`config.mk`:
```
export PLATFORM = sky130hd
export DESIGN_NAME = hazard_ctrl
export DESIGN_NICKNAME = d
export VERILOG_FILES = /design/src/rtl/hazard_ctrl.sv
export SDC_FILE = /design/constraint.sdc
export NUM_CORES = 1
export LEC_CHECK = 0
export BUFFER_PORTS_ARGS = -buffer_cell sky130_fd_sc_hd__buf_4
export CORE_UTILIZATION = 25
export CTS_BUF_LIST = sky130_fd_sc_hd__clkbuf_4 sky130_fd_sc_hd__clkbuf_8 sky130_fd_sc_hd__clkbuf_16
export CTS_CLUSTER_DIAMETER = 100
export DETAILED_ROUTE_END_ITERATION = 10
export GPL_TIMING_DRIVEN = 1
export PLACE_DENSITY_LB_ADDON = 0.1
export SETUP_SLACK_MARGIN = 0.5
export SYNTH_ARGS = -nofsm -noshare
export SYNTH_HDL_FRONTEND = slang
export SYNTH_SLANG_ARGS = --single-unit
```
`constraint.sdc`:
```
create_clock -name clk -period 2.5 [get_ports clk]
set_input_delay 0.25 -clock clk [delete_from_list [all_inputs] [get_ports clk]]
set_output_delay 0.25 -clock clk [all_outputs]
set_load 0.1 [all_outputs]
```
`src/rtl/hazard_ctrl.sv`:
```
// Hazard control for the 5-stage pipeline: forwarding, load-use interlock, branch flush, memory-wait FSM.
// Optional performance counters are built only when HAZARD_PERF_CNT_EN is defined.
module hazard_ctrl #(
   parameter int MAX_WAIT = 16,
   parameter int CNT_W    = 32
) (
   input  logic             clk,
   input  logic             rst_n,
   input  logic [4:0]       rs_D,
   input  logic [4:0]       rt_D,
   input  logic [4:0]       rs_E,
   input  logic [4:0]       rt_E,
   input  logic [4:0]       write_reg_E,
   input  logic             reg_write_E,
   input  logic             mem_to_reg_E,
   input  logic [4:0]       write_reg_M,
   input  logic             reg_write_M,
   input  logic [4:0]       write_reg_W,
   input  logic             reg_write_W,
   input  logic             pc_src_M,
   input  logic             mem_access_M,
   input  logic             mem_ready,
   input  logic             err_clr,
   output logic [1:0]       forward_a_E,
   output logic [1:0]       forward_b_E,
   output logic             stall_F,
   output logic             stall_D,
   output logic             stall_E,
   output logic             stall_M,
   output logic             flush_D,
   output logic             flush_E,
   output logic             flush_M,
   output logic             flush_W,
   output logic             mem_timeout,
   output logic [CNT_W-1:0] stall_cnt,
   output logic [CNT_W-1:0] flush_cnt
);

   localparam int WC_W = $clog2(MAX_WAIT + 1);

   typedef enum logic [1:0] {RUN, MEM_WAIT, ERR} state_t;

   state_t          r_state;
   logic [WC_W-1:0] r_wait_cnt;
   logic            r_mem_timeout;

   logic w_mw;
   logic w_lu;
   logic w_m_a, w_m_b, w_w_a, w_w_b;

   assign w_mw = mem_access_M && !mem_ready;
   assign w_lu = mem_to_reg_E && reg_write_E && (write_reg_E != 5'd0) &&
                 ((write_reg_E == rs_D) || (write_reg_E == rt_D));

   assign w_m_a = reg_write_M && (write_reg_M != 5'd0) && (write_reg_M == rs_E);
   assign w_m_b = reg_write_M && (write_reg_M != 5'd0) && (write_reg_M == rt_E);
   assign w_w_a = reg_write_W && (write_reg_W != 5'd0) && (write_reg_W == rs_E);
   assign w_w_b = reg_write_W && (write_reg_W != 5'd0) && (write_reg_W == rt_E);

   // Controls are gated by rst_n so they drop asynchronously, even mid-wait.
   always_comb begin
      forward_a_E = 2'b00;
      forward_b_E = 2'b00;
      stall_F = 1'b0;
      stall_D = 1'b0;
      stall_E = 1'b0;
      stall_M = 1'b0;
      flush_D = 1'b0;
      flush_E = 1'b0;
      flush_M = 1'b0;
      flush_W = 1'b0;
      if (rst_n) begin
         if (w_m_a)      forward_a_E = 2'b10;
         else if (w_w_a) forward_a_E = 2'b01;
         if (w_m_b)      forward_b_E = 2'b10;
         else if (w_w_b) forward_b_E = 2'b01;
         if (w_mw) begin
            // Freeze F..M; W gets a bubble. A pending branch waits in the held M register.
            stall_F = 1'b1;
            stall_D = 1'b1;
            stall_E = 1'b1;
            stall_M = 1'b1;
            flush_W = 1'b1;
         end else if (pc_src_M) begin
            flush_D = 1'b1;
            flush_E = 1'b1;
            flush_M = 1'b1;
         end else if (w_lu) begin
            stall_F = 1'b1;
            stall_D = 1'b1;
            flush_E = 1'b1;
         end
      end
   end

   always_ff @(posedge clk or negedge rst_n) begin
      if (!rst_n) begin
         r_state       <= RUN;
         r_wait_cnt    <= '0;
         r_mem_timeout <= 1'b0;
      end else begin
         if (err_clr)
            r_mem_timeout <= 1'b0;
         case (r_state)
            RUN: begin
               if (w_mw) begin
                  r_state    <= MEM_WAIT;
                  r_wait_cnt <= WC_W'(1);
               end
            end
            MEM_WAIT: begin
               if (!w_mw) begin
                  r_state    <= RUN;
                  r_wait_cnt <= '0;
               end else if (r_wait_cnt == WC_W'(MAX_WAIT - 1)) begin
                  r_state       <= ERR;
                  r_mem_timeout <= 1'b1;
               end else begin
                  r_wait_cnt <= r_wait_cnt + WC_W'(1);
               end
            end
            ERR: begin
               if (!w_mw) begin
                  r_state    <= RUN;
                  r_wait_cnt <= '0;
               end
            end
            default: begin
               r_state    <= RUN;
               r_wait_cnt <= '0;
            end
         endcase
      end
   end

   assign mem_timeout = r_mem_timeout;

`ifdef HAZARD_PERF_CNT_EN
   logic [CNT_W-1:0] r_stall_cnt;
   logic [CNT_W-1:0] r_flush_cnt;

   always_ff @(posedge clk or negedge rst_n) begin
      if (!rst_n) begin
         r_stall_cnt <= '0;
         r_flush_cnt <= '0;
      end else begin
         if (stall_F) r_stall_cnt <= r_stall_cnt + CNT_W'(1);
         if (flush_D) r_flush_cnt <= r_flush_cnt + CNT_W'(1);
      end
   end

   assign stall_cnt = r_stall_cnt;
   assign flush_cnt = r_flush_cnt;
`else
   assign stall_cnt = '0;
   assign flush_cnt = '0;
`endif

endmodule

```
==> results of run 1 <==
[logic make-up (layout without fill, tap and decap cells)]
family	after synthesis	after routing	share of synthesized area
flip-flops	8	8	0.1382
XOR/XNOR	33	33	0.1995
multiplexers	1	1	0.006909
other	1	64	0.002588
AND/OR/NAND/NOR	42	42	0.1675
adder cells (fa/ha/maj)	2	2	0.01727
buffers and inverters	77	67	0.3756
AO/OA/AOI/OAI	19	19	0.09240
[power by group through the flow]
stage,Sequential [mW],Clock (mW),Combinational (mW)
after CTS,0.142,0.164,0.639
after detailed placement,0.144,0,0.637
after floorplan,0.141,0,0.625
final,0.142,0.160,0.639
after global placement,0.144,0,0.640
after global routing,0.143,0.172,0.662
[worst max path at each step]
stage,from,end,slack (ps),cells after the start
floorplan,write_reg_E[2],stall_F,130,5
global route,r_wait_cnt[0],r_wait_cnt[3],510,7
detailed placement,write_reg_M[0],forward_b_E[1],560,6
CTS,write_reg_M[0],forward_b_E[1],550,6
global placement,write_reg_M[0],forward_b_E[1],540,6
finish,write_reg_W[3],forward_a_E[0],580,5
[layer usage]
layer / vias to the layer above / GRT usage
met5: - / 0
met4: 0 / 0.02407
met3: 4 / 0.02209
met2: 55 / 0.1737
met1: 538 / 0.1020
li1: 580 / -
[sequential cells by signal, summed over array words and instances (netlist names)]
signal and count:
r_wait_cnt 5, r_state 2, mem_timeout 1
[timing repair]
action	4_1_cts	5_1_grt
hold buffers	1	0
endpoints found under the setup margin	0	1
gates resized for setup	0	1
endpoints found under the hold margin	8	0
[stage by stage]
step	cell area (um2)	worst slack (ps)	instances	utilization	hold WS, ps
after floorplan	1742	129.9	246	-	-45.59
after global placement	1742	542.1	304	0.3144	221.1
after detailed placement	1742	556.3	304	0.3144	205.5
after CTS	1793	546.2	308	0.3236	207.5
after global routing	1799	509.6	308	0.3248	204.5
final	1799	577.8	308	0.3248	208.2
[synthesized netlist by cell type (3+ instances only)]
library cell  count  share of area
o22a_1            4          0.024
dfrtp_1           8           0.14
nor2_1            6          0.016
nand3_1           3          0.010
o21ai_0           4          0.014
or4_1             4          0.021
xnor2_1           8          0.048
buf_4            68           0.35
inv_1             5          0.013
xor2_1           25           0.15
nand2_1          11          0.028
a21oi_1           3          0.010
clkbuf_1          4          0.010
[layout make-up]
type,instances,area (um2),area share
Sequential cell,8,200.2,0.1113
Clock buffer,3,41.29,0.02295
Timing Repair Buffer,59,445.4,0.2476
Inverter,5,22.52,0.01252
Multi-Input combinational cell,161,999.7,0.5556
Tap cell,72,90.09,0.05007
==> metrics, run 1 <==
Worst VDD drop=0.0002100 V; sequential area share after synthesis=0.1382; number of flops mapped to enable cells by yosys=0; commonest non-fill, non-tap cells in the layout=64 x conb_1, 58 x buf_4, 25 x xor2_1; DR top layer=met4; met3 WL=192 um; Critical R2R Launch=r_wait_cnt[0]; Post-CTS Setup Bufs=0; Hold Startpoint=err_clr; Mapped Area=1449 um2; Clock Path Buffers=2; area grow syn2layout=24.18%; detailed-route vias per instance=3.821; Yosys warnings=0; CTS clock-pin slew for the worst setup and hold paths=40 ps; crit path max-delay cell type=or4_4; part of the cycle the worst path needs=0.7689; number of library cell types mapped by synthesis=33; final slew viol count=0; setup violators final=0; CP top delay family=simple AND/OR/NAND/NOR gates; final setup TNS=0 ps; vias in the first global route=980; Max Fclk=0.5202 GHz; Max Cap Violations=0; cts bufs inserted=3; cells after synthesis=183; # diodes=0; worst-skew pair later-pin latency=230 ps; Async S/R FF share, synth=1.000; final WL=3027 um; layout filler cell count=626; Hold Crit Class=primary input to flop; Root Buffer=clkbuf_8; kind of critical path=primary input to primary output; Net Sw Frac=0.6411; number of detailed-routing iterations run before antenna repair=4; clock sink total=8; critical path peak fanout=3; PwrDens=523.2 nW/um2; Core ar.=5540 um2; via count=1177; clk_skew=3.761 ps; Most Frequent Cell on Critical Path=buf_4; FF-to-FF path depth=7; total grt overflow=0; Flop pwr share=0.151; most common cell after layout, fill and taps aside=conb_1; I/O Pins=122; full die area=6104 um2; status=finished clean; Comb power frac=0.679; DR WL/cell=9.828 um; global placement routability congestion=0.7594; WP data required=2250 ps; Fin. Hold Viols=0; post-route ant nets=0; minimum clock period=1922 ps; worst-path cell chain=buf_4 > xor2_1 > or4_4 > nor4_4 > buf_4; met2 wire len=1564 um; crit path buf inv count=2; Power Total=0.9414 mW; FF+latch count, synth=8; Slew @ Worst Pin=548.8 ps; initial core utilization=0.2615; reg2reg end=r_wait_cnt[3]; Startpoint Class=primary input; DRT iter0 DRCs=79; hold path depth=2; slew margin rel.=0.6308; Port Buf Inserts=57; initial antenna violation count=0; DP Wirelength=2577 um; FP Rows=27; Critical Path Sink Type=primary output; P_leak=0.8691 nW; CP peak stage delay=540 ps; largest net degree at the start of global routing=13; Hold Path Sink=mem_timeout; Clk pwr share=0.170; RSZ-0062 raised after global routing=no; CTS tree=done; H-Tree Level Count=1; nets@finish=285; WL met1=1228 um; GRT Overall Usage=0.09213; Pint=0.3379 mW; R2R Setup Slk=620 ps; Die H=78.13 um; Post-Syn Area per Cell=7.917 um2; number of remaining DRC errors=0; Synth Flop Type=dfrtp_1; P_sw=0.6036 mW; first-pass GRT wire length=4429 um; Chip Width=78.13 um; fraction of layout cells with a size suffix above 1=0.3008; CP arrival=1670 ps
Power figures use the tool's default switching activity.
==> run 2, diff against run 1 <==
clock period = 2 ns   (was 2.5 ns; I/O delays follow)
==> run 2 against run 1 <==
- sequential share of layout area down 1.5 points
- cell area rose by 16%
- global-route usage grew 1.3 points
- total power increased by 30%
- final cell count up 1.3%
- highest routed layer unchanged
- via count rose by 0.51%
- clock power rose by 19%
- critical path type unchanged
- utilization increased by 5.1 points
- sequential cell count unchanged
- first-iteration DRC count fell by 59%
- combinational power grew 34%
==> metrics, run 2 (synthesis gave the netlist of run 1 again) <==
status=finished clean; Largest Register=r_wait_cnt; GRT Overall Usage=0.1054 (+0.01328); CP top delay family=simple AND/OR/NAND/NOR gates; FP Rows=27 (unchanged); CP peak stage delay=540 ps (about the same); Critical R2R Launch=r_wait_cnt[0]; Root Buffer=clkbuf_8; initial core utilization=0.2615 (unchanged); FF-to-FF path depth=7 (unchanged); # diodes=0 (unchanged); hold path depth=2 (unchanged); Startpoint Class=primary input; final slew viol count=0 (unchanged); crit path buf inv count=2 (unchanged); DR WL/cell=10.52 um (+7.0%); CTS tree=done; kind of critical path=primary input to primary output; R2R Setup Slk=370 ps (-250 ps); Core ar.=5540 um2 (unchanged); Util after Layout=0.3756 (+0.05081); cts bufs inserted=3 (unchanged); Port Buf Inserts=57 (unchanged); PwrDens=587.7 nW/um2 (+12%); full die area=6104 um2 (unchanged); area grow syn2layout=43.61%; Comb power frac=0.701 (+0.022); minimum clock period=1769 ps; clock sink total=8 (unchanged); Chip Width=78.13 um (unchanged); vias in the first global route=1140 (+16%); RSZ-0062 raised after global routing=yes; first-pass GRT wire length=5175 um (+17%); Hold Startpoint=err_clr; H-Tree Level Count=1 (unchanged); Pint=0.4549 mW (+35%); detailed-route vias per instance=3.792 (-0.78%); Layout Cells excl Fill=312 (+1.3%); critical path peak fanout=3 (unchanged); global placement routability congestion=0.7123 (-6.2%); total grt overflow=0 (unchanged); worst-path cell chain=buf_4 > xor2_1 > or4_4 > nor4_4 > buf_6; crit path from=write_reg_W[3]; via count=1183 (+0.51%); max reg flops=5 (unchanged); P_sw=0.7680 mW (+27%); Clock Path Buffers=2 (unchanged); number of remaining DRC errors=0 (unchanged); commonest non-fill, non-tap cells in the layout=64 x conb_1, 45 x buf_4, 25 x xor2_1; Critical Path Sink Type=primary output; most common cell after layout, fill and taps aside=conb_1; Die H=78.13 um (unchanged); setup violators final=0 (unchanged); WP data required=1800 ps (-450 ps); final WL=3282 um (+8.4%); post-route ant nets=0 (unchanged); Worst VDD drop=0.0003214 V (+53%); placed cells=304 (unchanged); Fin. Hold Viols=0 (unchanged); Flop pwr share=0.143 (-0.008); number of detailed-routing iterations run before antenna repair=3 (-1); nets@finish=289 (+1.4%); CTS clock-pin slew for the worst setup and hold paths=40 ps (about the same); Clk pwr share=0.156 (-0.014); reg2reg end=r_wait_cnt[3]; Net Sw Frac=0.6280 (-0.01305); DP Wirelength=2677 um (+3.9%); crit path max-delay cell type=or4_4; largest net degree at the start of global routing=13 (unchanged); Max Fclk=0.5654 GHz; clk_skew=0.5241 ps (-3.237 ps); final setup TNS=0 ps (unchanged); Hold Path Sink=mem_timeout; Max Cap Violations=0 (unchanged); I/O Pins=122 (unchanged); Hold Crit Class=primary input to flop; P_leak=0.9386 nW (+8.0%); CP arrival=1570 ps (-100 ps); worst-skew pair later-pin latency=220 ps (about the same); initial antenna violation count=0 (unchanged); fraction of layout cells with a size suffix above 1=0.4000 (+0.09915); DRT iter0 DRCs=32 (-59%); part of the cycle the worst path needs=0.8843
==> run 2: cell count changes in the layout (fill, tap and decap cells not counted), moves of 4 or more <==
cell | previous run | this run
buf_6 | 0 | 11
buf_4 | 58 | 45
buf_12 | 0 | 5
o21ai_0 | 4 | 0
o21ai_1 | 0 | 4
==> run 2: power groups by stage <==
stage,sequential (mW),clock (mW),combinational [mW]
6_report,0.175,0.191,0.857
5_1_grt,0.176,0.214,0.890
4_1_cts,0.174,0.198,0.853
3_5_place_dp,0.180,0,0.810
3_3_place_gp,0.180,0,0.812
2_1_floorplan,0.176,0,0.800
==> run 2: stage by stage <==
step | hold slack [ps] | worst slack [ps] | power, mW | cell area (um2)
global route | 141.5 | 176.0 | 1.280 | 2081
detailed placement | 186.8 | 161.6 | 0.9899 | 1803
CTS | 157.2 | 207.9 | 1.225 | 2052
finish | 152.2 | 231.5 | 1.223 | 2081
floorplan | -95.59 | -195.4 | 0.9767 | 1856
global placement | 191.1 | 175.3 | 0.9919 | 1803
==> run 2: worst max path at each step <==
stage | slack, ps | cells after the start | to
floorplan | -200 | 3 | forward_a_E[0]
global placement | 180 | 5 | forward_a_E[0]
detailed placement | 160 | 5 | forward_b_E[0]
CTS | 210 | 5 | forward_b_E[0]
global route | 180 | 5 | forward_a_E[0]
finish | 230 | 5 | forward_a_E[0]
==> run 2: worst register-to-register path, delay by kind of cell, from the launching register on <==
kind / cells / cell delay (ps)
compound gates: 2 / 310
xor+xnor: 1 / 170
fa+ha+maj: 2 / 360
flops: 1 / 380
simple gates: 2 / 340
==> run 2: layout make-up <==
type	count	area (um2)
flip-flops and latches	8	200.2
multi-input cells	161	1136
repair buffers	63	586.8
well taps	72	90.09
clock buffers	3	41.29
fillers	593	3460
inverters	5	26.28
==> run 2: metal layers <==
layer  share of wire  vias to the layer above  wire length, um  GRT usage
met5               0                        -                0          0
met4           0.020                        0               66    0.04259
met3           0.059                        6              194    0.01628
met2            0.51                       57             1685     0.1895
met1            0.41                      529             1335     0.1239
li1                -                      591                -          -
==> run 2: repair_timing <==
| item | in CTS | in global routing |
|---|---|---|
| gates resized for setup | 37 | 6 |
| buffers inserted | 4 | 0 |
| hold buffers | 1 | 0 |
| pin swaps | 13 | 2 |
| setup endpoints to repair | 14 | 15 |
| endpoints found under the hold margin | 8 | 0 |
==> run 3, diff against run 2 <==
==> constraint.sdc (replaced) <==
create_clock -name clk -period 2 [get_ports clk]
set_input_delay 0 -clock clk [delete_from_list [all_inputs] [get_ports clk]]
set_output_delay 0 -clock clk [all_outputs]
set_load 0.1 [all_outputs]
==> run 3 against run 2 <==
- clock power barely moved
- global-route usage is 1.0 points lower
- wire length shrank 5.2%
- sequential cell count unchanged
- sequential share of layout area up 0.93 points
- via count down 0.25%
- utilization down 3.3 points
- sequential power about the same
- setup slack gained 150 ps
==> metrics, run 3 (synthesis gave the netlist of run 1 again) <==
hold_ws=183.1 ps (+30.91 ps); critical path peak fanout=2 (-1); reg2reg end=r_wait_cnt[3]; Clk pwr share=0.162 (+0.006); Largest Register=r_wait_cnt; Fin. Hold Viols=0 (unchanged); global placement routability congestion=0.7244 (+1.7%); Hold Crit Class=primary input to flop; Core ar.=5540 um2 (unchanged); clk_skew=0.4898 ps (-0.03426 ps); hold path depth=4 (+2); Power Total=1.191 mW (-2.6%); cts bufs inserted=3 (unchanged); Critical R2R Launch=r_wait_cnt[1]; full die area=6104 um2 (unchanged); Startpoint Class=flop; # diodes=0 (unchanged); via count=1180 (-0.25%); fraction of layout cells with a size suffix above 1=0.3402 (-0.05984); crit path buf inv count=0 (-2); max reg flops=5 (unchanged); nets@finish=293 (+1.4%); CP arrival=1770 ps (+200 ps); worst-path cell chain=ha_2 > and3_4 > ha_4 > nand4b_1 > xor2_1 > o22a_1 > o21ai_1; number of remaining DRC errors=0 (unchanged); H-Tree Level Count=1 (unchanged); Max Fclk=0.6176 GHz (+9.2%); RSZ-0062 raised after global routing=yes; Util after Layout=0.3424 (-0.03320); Hold Path Sink=r_wait_cnt[0]; Slew @ Worst Pin=584.0 ps; CTS clock-pin slew for the worst setup and hold paths=40 ps (about the same); Critical Path Sink Type=flop; area grow syn2layout=30.92%; post-route ant nets=0 (unchanged); CP peak stage delay=390 ps (-150 ps); worst-skew pair later-pin latency=230 ps (about the same); Chip Width=78.13 um (unchanged); P_leak=0.9122 nW (-2.8%); CTS tree=done; I/O Pins=122 (unchanged); WP data required=2150 ps (+350 ps); P_sw=0.7529 mW (-2.0%); FP Rows=27 (unchanged); crit path max-delay cell type=dfrtp_1; minimum clock period=1619 ps (-149.2 ps); setup violators final=0 (unchanged); Flop pwr share=0.148 (+0.005); Port Buf Inserts=57 (unchanged); FF-to-FF path depth=7 (unchanged); total grt overflow=0 (unchanged); kind of critical path=flop to flop; Worst VDD drop=0.0003262 V (+1.5%); DR WL/cell=9.842 um (-6.4%); DP Wirelength=2526 um (-5.7%); GRT Overall Usage=0.09507 (-0.01034); clock sink total=8 (unchanged); largest net degree at the start of global routing=13 (unchanged); Hold Startpoint=mem_ready; R2R Setup Slk=380 ps (about the same); Clock Path Buffers=2 (unchanged); Max Cap Violations=0 (unchanged); initial antenna violation count=0 (unchanged); DRT iter0 DRCs=34 (+6.3%); slew margin rel.=0.6070; status=finished clean; final WL=3110 um (-5.2%); CP top delay family=flip-flops; vias in the first global route=1031 (-9.6%); Comb power frac=0.690 (-0.011); detailed-route vias per instance=3.734 (-1.5%); Net Sw Frac=0.6324 (+0.004320); Pint=0.4377 mW (-3.8%); initial core utilization=0.2615 (unchanged); part of the cycle the worst path needs=0.8096 (-0.07462); commonest non-fill, non-tap cells in the layout=64 x conb_1, 64 x buf_4, 25 x xor2_1; final setup TNS=0 ps (unchanged); Die H=78.13 um (unchanged); Root Buffer=clkbuf_8; final slew viol count=0 (unchanged); number of detailed-routing iterations run before antenna repair=4 (+1); PwrDens=627.7 nW/um2 (+6.8%); first-pass GRT wire length=4574 um (-12%)
run 3: cell types whose count changed in the layout (fill, tap and decap cells not counted), sizes merged:
cell,before,now
clkinvlp,2,1
inv,3,4
buf,62,65
dlygate4sd3,1,2
run 3: how the worst max path moves through the flow:
| stage | end | slack [ps] | cells after the start | start |
|---|---|---|---|---|
| finish | r_wait_cnt[3] | 380 | 7 | r_wait_cnt[1] |
| global route | r_wait_cnt[3] | 290 | 7 | r_wait_cnt[1] |
| detailed placement | r_wait_cnt[3] | 280 | 7 | r_wait_cnt[1] |
| global placement | r_wait_cnt[3] | 300 | 7 | r_wait_cnt[1] |
| CTS | r_wait_cnt[3] | 380 | 7 | r_wait_cnt[0] |
| floorplan | stall_F | 130 | 5 | write_reg_E[2] |
run 3: power by group through the flow:
stage          logic [mW]  registers, mW  clock network (mW)
2_1_floorplan       0.783          0.176                   0
3_3_place_gp        0.801          0.180                   0
3_5_place_dp        0.797          0.180                   0
4_1_cts             0.813          0.175               0.199
5_1_grt             0.850          0.176               0.212
6_report            0.822          0.176               0.193
run 3: per-layer routing:
metal,up-vias,part of all wire,track usage
met3,4,0.059,0.02558
met2,53,0.54,0.1763
met1,525,0.39,0.1041
li1,598,-,-
met5,-,0,0
met4,0,0.012,0.02963
run 3: metrics by stage:
stage / setup slack (ps) / area [um2] / instances
detailed placement: 276.4 / 1754 / 304
finish: 380.7 / 1897 / 316
floorplan: 129.9 / 1764 / 246
CTS: 384.4 / 1853 / 312
global route: 285.8 / 1897 / 316
global placement: 299.8 / 1754 / 304
run 3: worst reg2reg max path: stages, from the launching register on:
cell and delay, ps:
dfrtp_1 390, ha_2 190, and3_4 150, ha_4 160
nand4b_1 190, xor2_1 160, o22a_1 190, o21ai_1 110
run 3: final cells by class:
type                       count  area, um2
inverter                       5      22.52
sequential                     8      200.2
timing repair buffer          67      511.7
fill                         613       3643
tap                           72      90.09
multi-input combinational    161       1031
clock buffer                   3      41.29
run 3: timing repair:
action                     in CTS  in global routing
setup buffers                   3                  4
resized for setup               2                  3
hold buffers                    2                  0
hold endpoints to repair        9                  0
setup endpoints to repair       7                  9
pin swaps                       1                  3
